<file path="config.mk">
export PLATFORM = sky130hd
export DESIGN_NAME = display_mux_n
export DESIGN_NICKNAME = d
export VERILOG_FILES = /design/src/rtl/display_mux_pkg.sv /design/src/rtl/display_mux_n_refresh_timer.sv /design/src/rtl/display_mux_n.sv
export SDC_FILE = /design/constraint.sdc
export NUM_CORES = 1
export LEC_CHECK = 0
export ABC_AREA = 1
export CAP_MARGIN = 10
export CORE_MARGIN = 3
export CORE_UTILIZATION = 45
export CTS_CLUSTER_SIZE = 10
export DETAILED_ROUTE_END_ITERATION = 8
export GPL_TIMING_DRIVEN = 0
export HOLD_SLACK_MARGIN = 0.06
export PLACE_DENSITY = 0.78
export SYNTH_ARGS = -nofsm -noshare
export SYNTH_HDL_FRONTEND = slang
export SYNTH_SLANG_ARGS = --single-unit
</file>
<file path="constraint.sdc">
create_clock -name clk -period 1.9 [get_ports clk]
set_input_delay 0.57 -clock clk [delete_from_list [all_inputs] [get_ports clk]]
set_output_delay 0.57 -clock clk [all_outputs]
set_load 0.02 [all_outputs]
</file>
<file path="src/rtl/display_mux_pkg.sv">
// Shared definitions for the N-digit display multiplexer.
//   - idx_w      : width of a slot index for a given digit count (min 1 bit)
//   - en_level   : physical level of a digit enable given its polarity
//   - digit_t    : default-width digit value type
//   - lz_mask    : leading-zero display mask, used when the build defines
//                  DISPLAY_MUX_LZ_BLANK_EN
package display_mux_pkg;

  localparam int DEF_DIGIT_W = 4;
  typedef logic [DEF_DIGIT_W-1:0] digit_t;

  // Upper bounds for the leading-zero helper; the top checks its own
  // parameters against these when the feature is built in.
  localparam int LZ_MAX_DIGITS = 16;
  localparam int LZ_MAX_DW     = 8;
  localparam int LZ_W          = LZ_MAX_DIGITS * LZ_MAX_DW;
  localparam int LZ_IW         = $clog2(LZ_W);
  localparam int LZ_MW         = $clog2(LZ_MAX_DIGITS);

  function automatic int idx_w(input int n);
    return (n <= 2) ? 1 : $clog2(n);
  endfunction

  // active=1 asks for the "on" level; active_low!=0 inverts the drive.
  function automatic logic en_level(input logic active, input int active_low);
    return active ^ (active_low != 0);
  endfunction

  // Bit i is 1 when digit i should be shown: digit 0 always, digit i>0
  // only if it or some higher digit is non-zero. d holds n digits of dw
  // bits each, packed from bit 0 upwards.
  function automatic logic [LZ_MAX_DIGITS-1:0] lz_mask(input logic [LZ_W-1:0] d,
                                                       input int n, input int dw);
    logic [LZ_MAX_DIGITS-1:0] m;
    logic seen;
    logic nz;
    m    = '0;
    seen = 1'b0;
    for (int i = LZ_MAX_DIGITS - 1; i >= 0; i--) begin
      nz = 1'b0;
      for (int b = 0; b < LZ_MAX_DW; b++) begin
        if (i < n && b < dw) nz = nz | d[LZ_IW'(i * dw + b)];
      end
      seen = seen | nz;
      m[LZ_MW'(i)] = (i < n) && (seen || i == 0);
    end
    return m;
  endfunction

endpackage

</file>
<file path="src/rtl/display_mux_n_refresh_timer.sv">
// refresh_timer: slot prescaler and slot index for the display multiplexer.
//   clk, reset : clock, asynchronous active-high reset
//   idx_nxt    : slot index the next cycle will belong to
//   win_nxt    : next cycle lies outside the blanking window
//   frame_end  : registered, high during the last cycle of each frame
// The *_nxt outputs let the top register its outputs so they line up with
// the current cnt/idx without a cycle of lag.
module refresh_timer
  import display_mux_pkg::*;
#(
  parameter int NUM_DIGITS   = 2,
  parameter int REFRESH_DIV  = 1000,
  parameter int BLANK_CYCLES = 16,
  localparam int CNT_W = $clog2(REFRESH_DIV),
  localparam int IDX_W = idx_w(NUM_DIGITS)
) (
  input  logic             clk,
  input  logic             reset,
  output logic [IDX_W-1:0] idx_nxt,
  output logic             win_nxt,
  output logic             frame_end
);

  localparam logic [CNT_W-1:0] CNT_LAST = CNT_W'(REFRESH_DIV - 1);
  localparam logic [IDX_W-1:0] IDX_LAST = IDX_W'(NUM_DIGITS - 1);

  logic [CNT_W-1:0] cnt;
  logic [CNT_W-1:0] cnt_nxt;
  logic [IDX_W-1:0] idx;

  always_comb begin
    cnt_nxt = cnt + CNT_W'(1);
    idx_nxt = idx;
    if (cnt == CNT_LAST) begin
      cnt_nxt = '0;
      idx_nxt = (idx == IDX_LAST) ? '0 : idx + IDX_W'(1);
    end
  end

  // Blanking window: the first BLANK_CYCLES counts of each slot.
  if (BLANK_CYCLES == 0) begin : g_no_blank
    assign win_nxt = 1'b1;
  end else begin : g_blank
    assign win_nxt = (cnt_nxt >= CNT_W'(BLANK_CYCLES));
  end

  always_ff @(posedge clk or posedge reset) begin
    if (reset) begin
      cnt       <= '0;
      idx       <= '0;
      frame_end <= 1'b0;
    end else begin
      cnt       <= cnt_nxt;
      idx       <= idx_nxt;
      frame_end <= (cnt_nxt == CNT_LAST) && (idx_nxt == IDX_LAST);
    end
  end

endmodule

</file>
<file path="src/rtl/display_mux_n.sv">
// display_mux_n: time-multiplexes NUM_DIGITS digits onto one digit bus with
// per-slot blanking dead-time and frame-synchronous (tear-free) updates.
//   clk, reset : clock, asynchronous active-high reset
//   digits_in  : packed digit values, digit i at [i*DIGIT_W +: DIGIT_W]
//   mask_in    : per-digit show enable (1 = shown)
//   update     : single-cycle load request; no handshake, every asserted
//                cycle is taken and the last one before a commit wins
//   seg_digit  : value of the current slot's digit
//   digit_en   : digit drive enables, active-low when EN_ACTIVE_LOW=1
//   frame_end  : high in the last cycle of each frame
//   pending    : an update is staged but not yet committed
// Build option: define DISPLAY_MUX_LZ_BLANK_EN to suppress leading zeros
// (the mask committed with each update is further restricted so that
// high-order zero digits are not lit; digit 0 is always eligible).
module display_mux_n
  import display_mux_pkg::*;
#(
  parameter int NUM_DIGITS    = 2,
  parameter int DIGIT_W       = 4,
  parameter int REFRESH_DIV   = 1000,
  parameter int BLANK_CYCLES  = 16,
  parameter int EN_ACTIVE_LOW = 1
) (
  input  logic                          clk,
  input  logic                          reset,
  input  logic [NUM_DIGITS*DIGIT_W-1:0] digits_in,
  input  logic [NUM_DIGITS-1:0]         mask_in,
  input  logic                          update,
  output logic [DIGIT_W-1:0]            seg_digit,
  output logic [NUM_DIGITS-1:0]         digit_en,
  output logic                          frame_end,
  output logic                          pending
);

  localparam int   IDX_W  = idx_w(NUM_DIGITS);
  localparam int   DATA_W = NUM_DIGITS * DIGIT_W;
  localparam logic EN_ON  = en_level(1'b1, EN_ACTIVE_LOW);
  localparam logic EN_OFF = en_level(1'b0, EN_ACTIVE_LOW);

  if (NUM_DIGITS < 2) begin : g_chk_n
    $error("display_mux_n: NUM_DIGITS must be >= 2");
  end
  if (REFRESH_DIV < 2) begin : g_chk_div
    $error("display_mux_n: REFRESH_DIV must be >= 2");
  end
  if (BLANK_CYCLES < 0 || BLANK_CYCLES >= REFRESH_DIV) begin : g_chk_blank
    $error("display_mux_n: BLANK_CYCLES must be in 0..REFRESH_DIV-1");
  end

  logic [IDX_W-1:0]      idx_nxt;
  logic                  win_nxt;
  logic [DATA_W-1:0]     stg_d, shd_d, shd_d_nxt, d_src;
  logic [NUM_DIGITS-1:0] stg_m, shd_m, shd_m_nxt, m_src, eff_m;
  logic [DIGIT_W-1:0]    seg_nxt;
  logic [NUM_DIGITS-1:0] en_nxt;

  refresh_timer #(
    .NUM_DIGITS  (NUM_DIGITS),
    .REFRESH_DIV (REFRESH_DIV),
    .BLANK_CYCLES(BLANK_CYCLES)
  ) u_timer (
    .clk      (clk),
    .reset    (reset),
    .idx_nxt  (idx_nxt),
    .win_nxt  (win_nxt),
    .frame_end(frame_end)
  );

  // An update in the frame_end cycle bypasses staging straight to shadow.
  assign d_src = update ? digits_in : stg_d;
  assign m_src = update ? mask_in   : stg_m;

`ifdef DISPLAY_MUX_LZ_BLANK_EN
  if (NUM_DIGITS > LZ_MAX_DIGITS || DIGIT_W > LZ_MAX_DW) begin : g_chk_lz
    $error("display_mux_n: digit count/width too large for leading-zero blanking");
  end
  logic [LZ_MAX_DIGITS-1:0] lz_full;
  assign lz_full = lz_mask(LZ_W'(d_src), NUM_DIGITS, DIGIT_W);
  assign eff_m   = m_src & lz_full[NUM_DIGITS-1:0];
`else
  assign eff_m = m_src;
`endif

  always_comb begin
    shd_d_nxt = shd_d;
    shd_m_nxt = shd_m;
    if (frame_end && (update || pending)) begin
      shd_d_nxt = d_src;
      shd_m_nxt = eff_m;
    end
  end

  // Outputs are computed from next-cycle state and registered, so they
  // are flop-driven yet aligned to the slot they describe.
  always_comb begin
    seg_nxt = '0;
    en_nxt  = {NUM_DIGITS{EN_OFF}};
    for (int i = 0; i < NUM_DIGITS; i++) begin
      if (idx_nxt == IDX_W'(i)) begin
        seg_nxt = shd_d_nxt[i*DIGIT_W +: DIGIT_W];
        if (win_nxt && shd_m_nxt[i]) en_nxt[i] = EN_ON;
      end
    end
  end

  always_ff @(posedge clk or posedge reset) begin
    if (reset) begin
      stg_d     <= '0;
      stg_m     <= '0;
      shd_d     <= '0;
      shd_m     <= '0;
      pending   <= 1'b0;
      seg_digit <= '0;
      digit_en  <= {NUM_DIGITS{EN_OFF}};
    end else begin
      if (update) begin
        stg_d <= digits_in;
        stg_m <= mask_in;
      end
      pending   <= frame_end ? 1'b0 : (update | pending);
      shd_d     <= shd_d_nxt;
      shd_m     <= shd_m_nxt;
      seg_digit <= seg_nxt;
      digit_en  <= en_nxt;
    end
  end

endmodule

</file>
---- After elaboration in Yosys (flattened, before gate mapping) ----
Index checks and enable logic that the tools add are counted.
Widths: inputs -> output; s select.
storage, ports and cells
  register bits after elaboration ......... 39
  bits of input ports ..................... 13
  output and inout port bits .............. 8
  word-level logic and storage cells ...... 34
cells by class
  add/sub/neg operators ................... 2
  magnitude comparators ................... 1
  eq/ne operators ......................... 2
  mux-type cells .......................... 13
  bitwise gates (word level) .............. 1
  reductions and logical operators ........ 5
operator list
  kind                   count
  $eq 10x10->1 const B   2
  $mux 8                 2
  $add 10x1->10 const B  1
  $ge 10x5->1 const B    1
  $mux 10                1
  $mux 1                 7
  $logic_and 1x1->1      4
  $mux 2                 2
  $mux 4                 1
  $add 1x1->1 const B    1
  $logic_or 1x1->1       1
  $or 1x1->1             1

---- Logic depth before layout (Yosys ltp) ----
Gate-level depths: netlist (run 1).
  word-level depth ........................ 6
  mapped depth ............................ 10
  gate-level depth less buffers ........... 10

---- Hierarchy ----
From an unflattened synthesis (run 1), not the netlist that was laid out.
unflattened totals
  cells, all modules ...................... 238
  area total of the unflattened synthesis .. 1945.6 sq um
modules (own cells, without submodules)
  module         times used  cells an instance  area an instance (sq um)  sequential area each (sq um)
  display_mux_n  1           142                1184.9                    678.2
  refresh_timer  1           96                 760.7                     300.3

---- Worst setup path after synthesis (run 1) ----
No wires, ideal clock.
  path kind ............................... reg2reg
  start point ............................. register u_timer.cnt[0]
  end point ............................... register digit_en[0]
  arrival time ............................ 1.266 ns
  data required time ...................... 1.823 ns
  path slack .............................. 0.557 ns
  stages on the path, launching flop included .. 10
  path buffers ............................ 0
  period minus slack after synthesis ...... 1.343 ns
  path through ............................ dfrtp_1 > ha_1 > nand3_2 > clkinv_2 > nand3_4 > nand2_2 > nand2_4 > inv_2 > nor2_1 > nand2_1
RTL lines
  element                   RTL line                           source
  start: declaration        display_mux_n_refresh_timer.sv:27  logic [CNT_W-1:0] cnt;
  start signal: assignment  display_mux_n_refresh_timer.sv:53  cnt <= cnt_nxt;
  $eq 10x10->1              display_mux_n_refresh_timer.sv:34  if (cnt == CNT_LAST) begin
  $mux 1                    display_mux_n_refresh_timer.sv:34
  net idx_nxt               display_mux_n.sv:50                logic [IDX_W-1:0] idx_nxt;
  $mux 1                    display_mux_n.sv:99                if (idx_nxt == IDX_W'(i)) begin
  net en_nxt[0]             display_mux_n.sv:55                logic [NUM_DIGITS-1:0] en_nxt;
  end signal: assignment    display_mux_n.sv:114               digit_en <= {NUM_DIGITS{EN_OFF}};
  end signal: assignment    display_mux_n.sv:124               digit_en <= en_nxt;
  end: declaration          display_mux_n.sv:30                output logic [NUM_DIGITS-1:0] digit_en,
The timed path passes the listed nets, and every way through them passes these cells.

---- Worst setup path in the final report (run 1) ----
  start point ............................. register seg_digit[3]
  end point ............................... output port seg_digit[3]
RTL lines
  element                   RTL line              source
  start: declaration        display_mux_n.sv:29   output logic [DIGIT_W-1:0] seg_digit,
  start signal: assignment  display_mux_n.sv:123  seg_digit <= seg_nxt;
No word-level cell between the ends.

==> flow_summary.ini, run 1 <==
[sta]
slew_headroom_pct = 48.1
finClkSkew_ns = 0.00729
rsz0062_at_grt = false
setup_viol_count_final = 0
fmax_mhz = 561
worst_slack_ns = 0.119
worst_pin_slew_ns = 0.777
fin_crit_ns = 1.78
report.final.slew_viol_count = 0
finalHoldViolations = 0
post-route-period-util_pct = 93.8

[status]
outcome = complete, no violations

[global_routing]
track_usage_pct = 16.0
antenna_found_initial = 0
grt_pass1_wl_um = 5490
grt_pass1_vias = 1218
grt_start_max_net_pins = 40
grt-ovfl-total = 0

[power_and_ir_drop]
finalPower_uw = 1470
p_sw_share_pct = 22.7
comb_power_share_pct = 5.1
p_sw_uw = 334
power_density_nw_per_um2 = 714
p_leak_uw = 0.00107
clkPwrFrac_pct = 36.9
p_int_uw = 1140
ir_drop_mv = 0.516
seqPwrFrac_pct = 58.0

[critical_path]
crit_arrival_ns = 1.21
cp_num_buf_inv = 1
startpoint_type = flop
crit_path_max_fanout = 1
end_kind = output pin
reg2regPathDepth = 9
slowest_stage = clkdlybuf4s50_1
max_stage_delay_ns = 0.59
r2r_slack_ns = 0.35
crit_type = reg -> out
crit_cells = 1
crit_chain = clkdlybuf4s50_1
r2r-start = u_timer.cnt[1]$_DFF_PP0_
cp_data_required_time_ns = 1.33
cp-startpoint = seg_digit[3]$_DFF_PP0_
r2r_end = digit_en[1]$_DFF_PP1_
crit_family = buffers and inverters
endpoint = seg_digit[3]

[layout]
layout_commonest_cell = nand2_1
final_cells = 267
syn_to_final_growth_pct = 20.6
diodes = 0
fin_nets = 235
drive_above_1_share_pct = 15.4
utilization_pct = 58.9
final_cell_mix = nand2_1, dfrtp_1, nor2_1, inv_1, clkdlybuf4s50_1

[placed_design]
dp_cells = 259
hpwlAfterDp_um = 2280
post-place-ws_ns = -0.196
io_buffers = 20
finalWeightedCongestion = 0.801

[floorplanning]
die_x_um = 67.6
dieArea_sq_um = 4570
num_rows = 21
ioPinCount = 21
die_y_um = 67.6
initial_core_util_pct = 48.9
design.core.area_sq_um = 3490

[synthesis]
postSynthNetCount = 208
ys_warn_count = 0
yosysUniqueCellTypes = 25
post_synth_inst_count = 193
syn_area_sq_um = 1710
ys_seq_elements = 39
ys_seq_area_share_pct = 57.3
postSynthAreaPerCell_sq_um = 8.85

[drt]
wirelength_um = 3150
viasPerCell = 4.86
ant_nets = 0
drt_iter0_markers = 90
wl_per_cell_um = 11.8
first_pass_iters = 4
drc = 0
vias = 1297

[cts]
cts_tree = done
htreeDepth = 2
clkTransAtPathRegs_ns = 0.07
clkLatencyLatePin_ns = 0.29
cts_root_buf = clkbuf_8
cts_num_sinks = 39
cts_made_buffers = 5
clk_path_buf_depth = 2

[run]
maxCapViolCount = 0

[worst_hold_path]
hp-class = reg -> reg
-- metrics by stage --
stage / hold slack [ns] / TNS, ns / instance area (sq um)
global route: 0.490 / 0 / 2060
CTS: 0.472 / 0 / 2050
global placement: 0.448 / -14.79 / 1970
floorplan: 0.433 / 0 / 1710
detailed placement: 0.455 / -1.11 / 1970
finish: 0.467 / 0 / 2060
-- registers in the layout, indices dropped and copies added, names as in the netlist --
signal             count
stg_m                  2
u_timer.cnt           10
u_timer.frame_end      1
seg_digit              4
pending                1
digit_en               2
stg_d                  8
u_timer.idx            1
shd_m                  2
shd_d                  8
-- power by group through the flow --
| stage | Clock [uW] | Combinational (uW) | Sequential [uW] |
|---|---|---|---|
| 5_1_grt | 587 | 85.5 | 855 |
| 6_report | 542 | 74.3 | 853 |
| 3_3_place_gp | 0 | 73.4 | 869 |
| 3_5_place_dp | 0 | 75.4 | 869 |
| 4_1_cts | 556 | 75.5 | 853 |
| 2_1_floorplan | 0 | 38.0 | 868 |
-- layout make-up --
cell class              count  area, sq um
fillers                   309         1440
plain buffers               2         12.5
clock buffers               6         72.6
repair buffers             20          205
flip-flops and latches     39          978
inverters                  21         83.8
multi-input cells         131          637
clock inverters             2         12.5
well taps                  46         57.6
-- cell usage after synthesis --
master | instances | area [sq um]
nand2_1 | 64 | 240
dfrtp_1 | 37 | 926
nor2_1 | 23 | 86.3
inv_1 | 17 | 63.8
a31oi_1 | 8 | 50.1
nand3_1 | 7 | 35.0
nor2_2 | 6 | 37.5
nand2_2 | 3 | 18.8
nand3_2 | 3 | 30.0
o21ai_0 | 3 | 15.0
a21oi_1 | 2 | 10.0
dfstp_2 | 2 | 52.6
ha_1 | 2 | 25.0
inv_2 | 2 | 7.51
nand4_1 | 2 | 12.5
o21bai_1 | 2 | 15.0
or2_2 | 2 | 12.5
buf_2 | 1 | 5.00
buf_4 | 1 | 7.51
clkinv_1 | 1 | 3.75
clkinv_2 | 1 | 5.00
nand2_4 | 1 | 11.3
nand3_4 | 1 | 17.5
nor2_4 | 1 | 11.3
o21ai_2 | 1 | 8.76
-- what timing repair did --
action,4_1_cts,5_1_grt
setup buffers,0,0
setup endpoints to repair,2,4
hold buffers,0,0
hold endpoints to repair,0,0
resized for setup,2,4
pin swaps,0,0
-- kinds of logic after synthesis --
kind of cell,count (synthesis),synth area share [%]
AO/OA/AOI/OAI,16,5.79
adder cells (fa/ha/maj),2,1.46
buffers and inverters,23,5.42
flip-flops,39,57.3
AND/OR/NAND/NOR,113,30.0
-- metal layers --
metal / wire [um] / up-vias / global-route usage, %
met2: 1420 / 40 / 23.0
met4: 48 / 0 / 5.82
li1: - / 661 / -
met3: 177 / 6 / 4.83
met1: 1500 / 590 / 22.7
met5: 0 / - / 0
-- worst min path at each step --
stage	startpoint	end	slack, ns	cells past startpoint
floorplan	stg_m[0]$_DFF_PP0_	stg_m[0]$_DFF_PP0_	0.43	2
global placement	stg_d[0]$_DFF_PP0_	stg_d[0]$_DFF_PP0_	0.45	2
detailed placement	stg_d[7]$_DFF_PP0_	stg_d[7]$_DFF_PP0_	0.46	2
CTS	stg_d[6]$_DFF_PP0_	stg_d[6]$_DFF_PP0_	0.47	2
global route	stg_d[7]$_DFF_PP0_	stg_d[7]$_DFF_PP0_	0.49	2
finish	stg_d[4]$_DFF_PP0_	stg_d[4]$_DFF_PP0_	0.47	2
Power figures use the tool's default switching activity.
==> run 2, diff against run 1 <==
- CORE_UTILIZATION: 45 -> 54
- PLACE_DENSITY: 0.78 -> default
- PLACE_DENSITY_LB_ADDON: default -> 0.05
==> flow_summary.ini, run 2 (synthesis gave the netlist of run 1 again) <==
[drt]
ant_nets = 0
wirelength_um = 3120
drc = 0
vias = 1298
viasPerCell = 4.94
wl_per_cell_um = 11.9
drt_iter0_markers = 72
first_pass_iters = 4

[power_and_ir_drop]
comb_power_share_pct = 5.6
p_sw_share_pct = 23.4
p_int_uw = 1020
p_sw_uw = 311
p_leak_uw = 0.00109
power_density_nw_per_um2 = 659
ir_drop_mv = 0.509
seqPwrFrac_pct = 64.1
clkPwrFrac_pct = 30.4

[critical_path]
crit_arrival_ns = 1.26
slowest_stage = clkdlybuf4s50_1
cp_data_required_time_ns = 1.33
crit_path_max_fanout = 1
cp_num_buf_inv = 1
max_stage_delay_ns = 0.59
crit_type = reg -> out
crit_family = buffers and inverters
end_kind = output pin
r2r_slack_ns = 0.28
startpoint_type = flop
crit_chain = clkdlybuf4s50_1

[layout]
diodes = 0
fin_nets = 235
syn_to_final_growth_pct = 18.3
final_cell_mix = nand2_1, dfrtp_1, nor2_1, inv_1, clkdlybuf4s50_1
reg.largest.list = u_timer.cnt (10), shd_d (8), stg_d (8)
post-route-cell-area_sq_um = 2020
layout_commonest_cell = nand2_1
largest_reg_flops = 10
drive_above_1_share_pct = 15.4
largest_register = u_timer.cnt
final_cells = 263
utilization_pct = 70.2

[floorplanning]
num_rows = 19
design.core.area_sq_um = 2880
die_y_um = 62.2
initial_core_util_pct = 59.4
dieArea_sq_um = 3870
ioPinCount = 21
die_x_um = 62.2

[placed_design]
finalWeightedCongestion = 0.803
place_area_sq_um = 1960
io_buffers = 20
hpwlAfterDp_um = 2280
dp_cells = 255

[global_routing]
grt_pass1_wl_um = 5540
grt_start_max_net_pins = 40
grt_pass1_vias = 1272
antenna_found_initial = 0
track_usage_pct = 18.1
grt-ovfl-total = 0

[worst_hold_path]
hp-class = reg -> reg

[cts]
htreeDepth = 2
cts_root_buf = clkbuf_4
clkTransAtPathRegs_ns = 0.12
clkLatencyLatePin_ns = 0.33
cts_made_buffers = 5
cts_num_sinks = 39
cts_tree = done
clk_path_buf_depth = 2
cts_hold_buf = 0
cts_setup_buffers = 0

[sta]
fmax_mhz = 547
post-route-period-util_pct = 96.2
finalHoldViolations = 0
report.final.slew_viol_count = 0
setup_viol_count_final = 0
rsz0062_at_grt = false
slew_headroom_pct = 47.5
fin_crit_ns = 1.83
finClkSkew_ns = 0.00838
worst_pin_slew_ns = 0.786

[status]
outcome = complete, no violations

[run]
maxCapViolCount = 0
-- run 2: cell count changes in the layout (fill, tap and decap cells not counted) --
cell             change
clkdlybuf4s50_1      -2
dlygate4sd2_1        +2
clkbuf_1             -1
clkbuf_4             +5
clkbuf_8             -5
clkinv_1             +1
-- run 2: worst paths after layout --
check	cells after the start	end	from
max	1	seg_digit[3]	seg_digit[3]$_DFF_PP0_
min in group asynchronous	2	shd_d[5]$_DFF_PP0_	reset
min	2	stg_d[5]$_DFF_PP0_	stg_d[5]$_DFF_PP0_
max in group asynchronous	2	shd_d[7]$_DFF_PP0_	reset
min reg2reg	2	stg_d[5]$_DFF_PP0_	stg_d[5]$_DFF_PP0_
max reg2reg	9	u_timer.frame_end$_DFF_PP0_	u_timer.cnt[1]$_DFF_PP0_
-- run 2: timing repair --
item,CTS,global route
gates cloned,0,0
gates resized for setup,4,3
endpoints found under the setup margin,4,3
-- run 2: power by group through the flow --
stage | logic, uW | registers (uW) | clock network (uW)
floorplan | 38.0 | 868 | 0
global placement | 72.5 | 869 | 0
detailed placement | 75.1 | 870 | 0
CTS | 75.5 | 854 | 424
global route | 84.8 | 855 | 469
finish | 74.0 | 853 | 405
-- run 2: worst reg2reg max path: stages, from the launching register on --
cell and delay (ns):
dfrtp_1 0.43, ha_1 0.25, nand2_2 0.09, nor2_2 0.15, nand2_1 0.07, nand2_1 0.13, nand3_1 0.09, nor2_1 0.18
nand3_1 0.11, nor2_1 0.09
-- run 2: layout make-up --
| class | count | area, sq um |
|---|---|---|
| clock buffer | 5 | 37.5 |
| sequential | 39 | 978 |
| inverter | 21 | 80.1 |
| tap | 42 | 52.6 |
| clock inverter | 3 | 20.0 |
| timing repair buffer | 20 | 203 |
| buffer | 2 | 12.5 |
| multi-input combinational | 131 | 637 |
| fill | 220 | 856 |
-- run 2: stage by stage --
stage                     setup TNS [ns]  total power [uW]  setup slack (ns)  hold WS [ns]
after floorplan                        0               906             0.444         0.433
after global placement            -12.80               941            -0.324         0.448
after detailed placement          -0.844               945            -0.172         0.455
after CTS                              0              1350            0.0383         0.481
after global routing                   0              1410            0.0101         0.511
final                                  0              1330            0.0723         0.481
-- run 2: per-layer routing --
layer / wire, um / GRT usage (%)
met1: 1400 / 21.8
met2: 1500 / 30.5
met3: 176 / 4.86
met4: 47 / 8.29
met5: 0 / 0
==> run 3, diff against run 2 <==
- ABC_CLOCK_PERIOD_IN_PS: default -> 1900
- CORE_UTILIZATION: 54 -> 55
- SYNTH_HIERARCHICAL: default -> 1
==> flow_summary.ini, run 3 <==
[floorplanning]
die_y_um = 65.5
num_rows = 20
design.core.area_sq_um = 3200
die_x_um = 65.5
initial_core_util_pct = 60.7
dieArea_sq_um = 4290
ioPinCount = 21

[synthesis]
post_synth_inst_count = 238
synth-adder-area-share_pct = 1.29
yosysUniqueCellTypes = 21
ys_top_cells_by_area = dfrtp_1, nand2_1, inv_1, nand3_1, nand3_2
synthXorXnorAreaFrac_pct = 0.450
synth_largest_type_area_fraction_pct = 47.6
synth_mux_area_share_pct = 0
synth_compound_area_share_pct = 1.48
postSynthNetCount = 253
synth_top_family_by_area = simple AND/OR/NAND/NOR gates
ys_seq_elements = 39
ys_seq_area_share_pct = 50.3
synth-edff-count = 0
ys_warn_count = 6
syn_area_sq_um = 1950
synth_common_cells = nand2_1, inv_1, dfrtp_1
synth_most_common_cell = nand2_1
yosysTopAreaCell = dfrtp_1
synth_simple_gate_area_share_pct = 34.7
postSynthAreaPerCell_sq_um = 8.17
synth_ff_type = dfrtp_1
async_flop_share_pct = 100

[critical_path]
r2r_slack_ns = 0.09
cp_num_buf_inv = 1
end_kind = output pin
slowest_stage = clkdlybuf4s50_1
cp_data_required_time_ns = 1.33
cp-startpoint = seg_digit[3]$_DFF_PP0_
startpoint_type = flop
crit_arrival_ns = 1.27
crit_type = reg -> out
r2r_end = seg_digit[2]$_DFF_PP0_
max_stage_delay_ns = 0.59
crit_family = buffers and inverters
reg2regPathDepth = 8
crit_chain = clkdlybuf4s50_1
crit_path_max_fanout = 1
r2r-start = u_timer/cnt[1]$_DFF_PP0_

[cts]
htreeDepth = 2
clkTransAtPathRegs_ns = 0.12
cts_hold_buf = 0
cts_root_buf = clkbuf_4
cts_tree = done
cts_num_sinks = 39
cts_made_buffers = 5
clkLatencyLatePin_ns = 0.34
clk_path_buf_depth = 2

[sta]
timing.hold.ws_ns = 0.493
slew_headroom_pct = 34.5
fin_crit_ns = 1.84
report.final.slew_viol_count = 0
finalHoldViolations = 0
post-route-period-util_pct = 96.8
worst_pin_slew_ns = 0.981
setup_viol_count_final = 0
finClkSkew_ns = 0.00396
worst_slack_ns = 0.0610
fmax_mhz = 544

[drt]
drc = 0
wirelength_um = 3660
vias = 1427
wl_per_cell_um = 11.7
drt_iter0_markers = 73
ant_nets = 0
viasPerCell = 4.54
first_pass_iters = 4

[run]
maxCapViolCount = 0

[layout]
diodes = 0
reg.largest.list = u_timer/cnt (10), shd_d (8), stg_d (8)
largest_register = u_timer/cnt
syn_to_final_growth_pct = 20.8
largest_reg_flops = 10
post-route-cell-area_sq_um = 2350
fin_nets = 284
final_cell_mix = nand2_1, inv_1, dfrtp_1, nand3_1, clkdlybuf4s50_1
final_cells = 314
drive_above_1_share_pct = 18.5
layout_commonest_cell = nand2_1

[placed_design]
hpwlAfterDp_um = 2540
post-place-ws_ns = -0.432
place_area_sq_um = 2200
dp_cells = 302
io_buffers = 20
finalWeightedCongestion = 0.817

[global_routing]
grt_start_max_net_pins = 28
grt-ovfl-total = 0
antenna_found_initial = 0
track_usage_pct = 20.6
grt_pass1_wl_um = 6440
grt_pass1_vias = 1378

[worst_hold_path]
whs_endpoint = stg_m[1]$_DFF_PP0_
hold_depth = 2
hp-class = reg -> reg
worst_hold_startpoint = stg_m[1]$_DFF_PP0_

[power_and_ir_drop]
ir_drop_mv = 0.681
finalPower_uw = 1680
p_leak_uw = 0.00124
power_density_nw_per_um2 = 713

[status]
outcome = complete, no violations
-- run 3: worst min-delay path, stage by stage, from the launching register on --
cell     delay [ns]
dfrtp_1        0.35
nand2_1        0.05
nand2_1        0.07
-- run 3: timing repair --
action / CTS / global route
resized for setup: 6 / 3
hold endpoints to repair: 0 / 0
buffers inserted: 0 / 4
setup endpoints to repair: 10 / 6
pin swaps: 0 / 2
-- run 3: kinds of logic (layout without fill, tap and decap cells) --
group / after synthesis / in the layout
xor gates and xnor gates: 1 / 1
AOI/OAI and AO/OA: 4 / 4
adders and majority gates: 2 / 2
and+or+nand+nor: 133 / 133
buffers and inverters: 59 / 91
DFF: 39 / 39
-- run 3: worst max path at each step --
| stage | cells after the start | slack [ns] | to |
|---|---|---|---|
| floorplan | 8 | 0.17 | seg_digit[0]$_DFF_PP0_ |
| global placement | 8 | -0.43 | seg_digit[2]$_DFF_PP0_ |
| detailed placement | 8 | -0.43 | seg_digit[2]$_DFF_PP0_ |
| CTS | 8 | 0.003 | seg_digit[2]$_DFF_PP0_ |
| global route | 8 | -0.02 | seg_digit[2]$_DFF_PP0_ |
| finish | 1 | 0.06 | seg_digit[3] |
-- run 3: final cells by class --
cell class | count | area [sq um]
flip-flops and latches | 39 | 978
well taps | 44 | 55.1
inverters | 58 | 218
plain buffers | 1 | 11.3
fillers | 273 | 852
clock inverters | 2 | 60.1
clock buffers | 6 | 41.3
multi-input cells | 140 | 757
repair buffers | 24 | 230
-- run 3: power by group --
part	switching, uW	leakage, uW	internal, uW
Sequential	7.57	0.000437	861
Clock	276	0.0000525	411
Combinational	69.0	0.000755	52.7
Total	352	0.00124	1320
-- run 3: per-stage QoR --
step / util, % / TNS, ns
5_1_grt: 73.4 / -0.0206
4_1_cts: 72.3 / 0
6_report: 73.4 / 0
2_1_floorplan: - / 0
3_5_place_dp: 68.7 / -2.50
3_3_place_gp: 68.7 / -2.08
-- run 3: layer usage --
| metal | global-route usage (%) | vias to the layer above | share of wire (%) | wire length (um) |
|---|---|---|---|---|
| met5 | 0 | - | 0 | 0 |
| met4 | 7.25 | 0 | 1.6 | 59 |
| met3 | 5.81 | 5 | 6.0 | 220 |
| met2 | 29.8 | 38 | 44 | 1610 |
| met1 | 29.5 | 632 | 48 | 1770 |
| li1 | - | 752 | - | - |
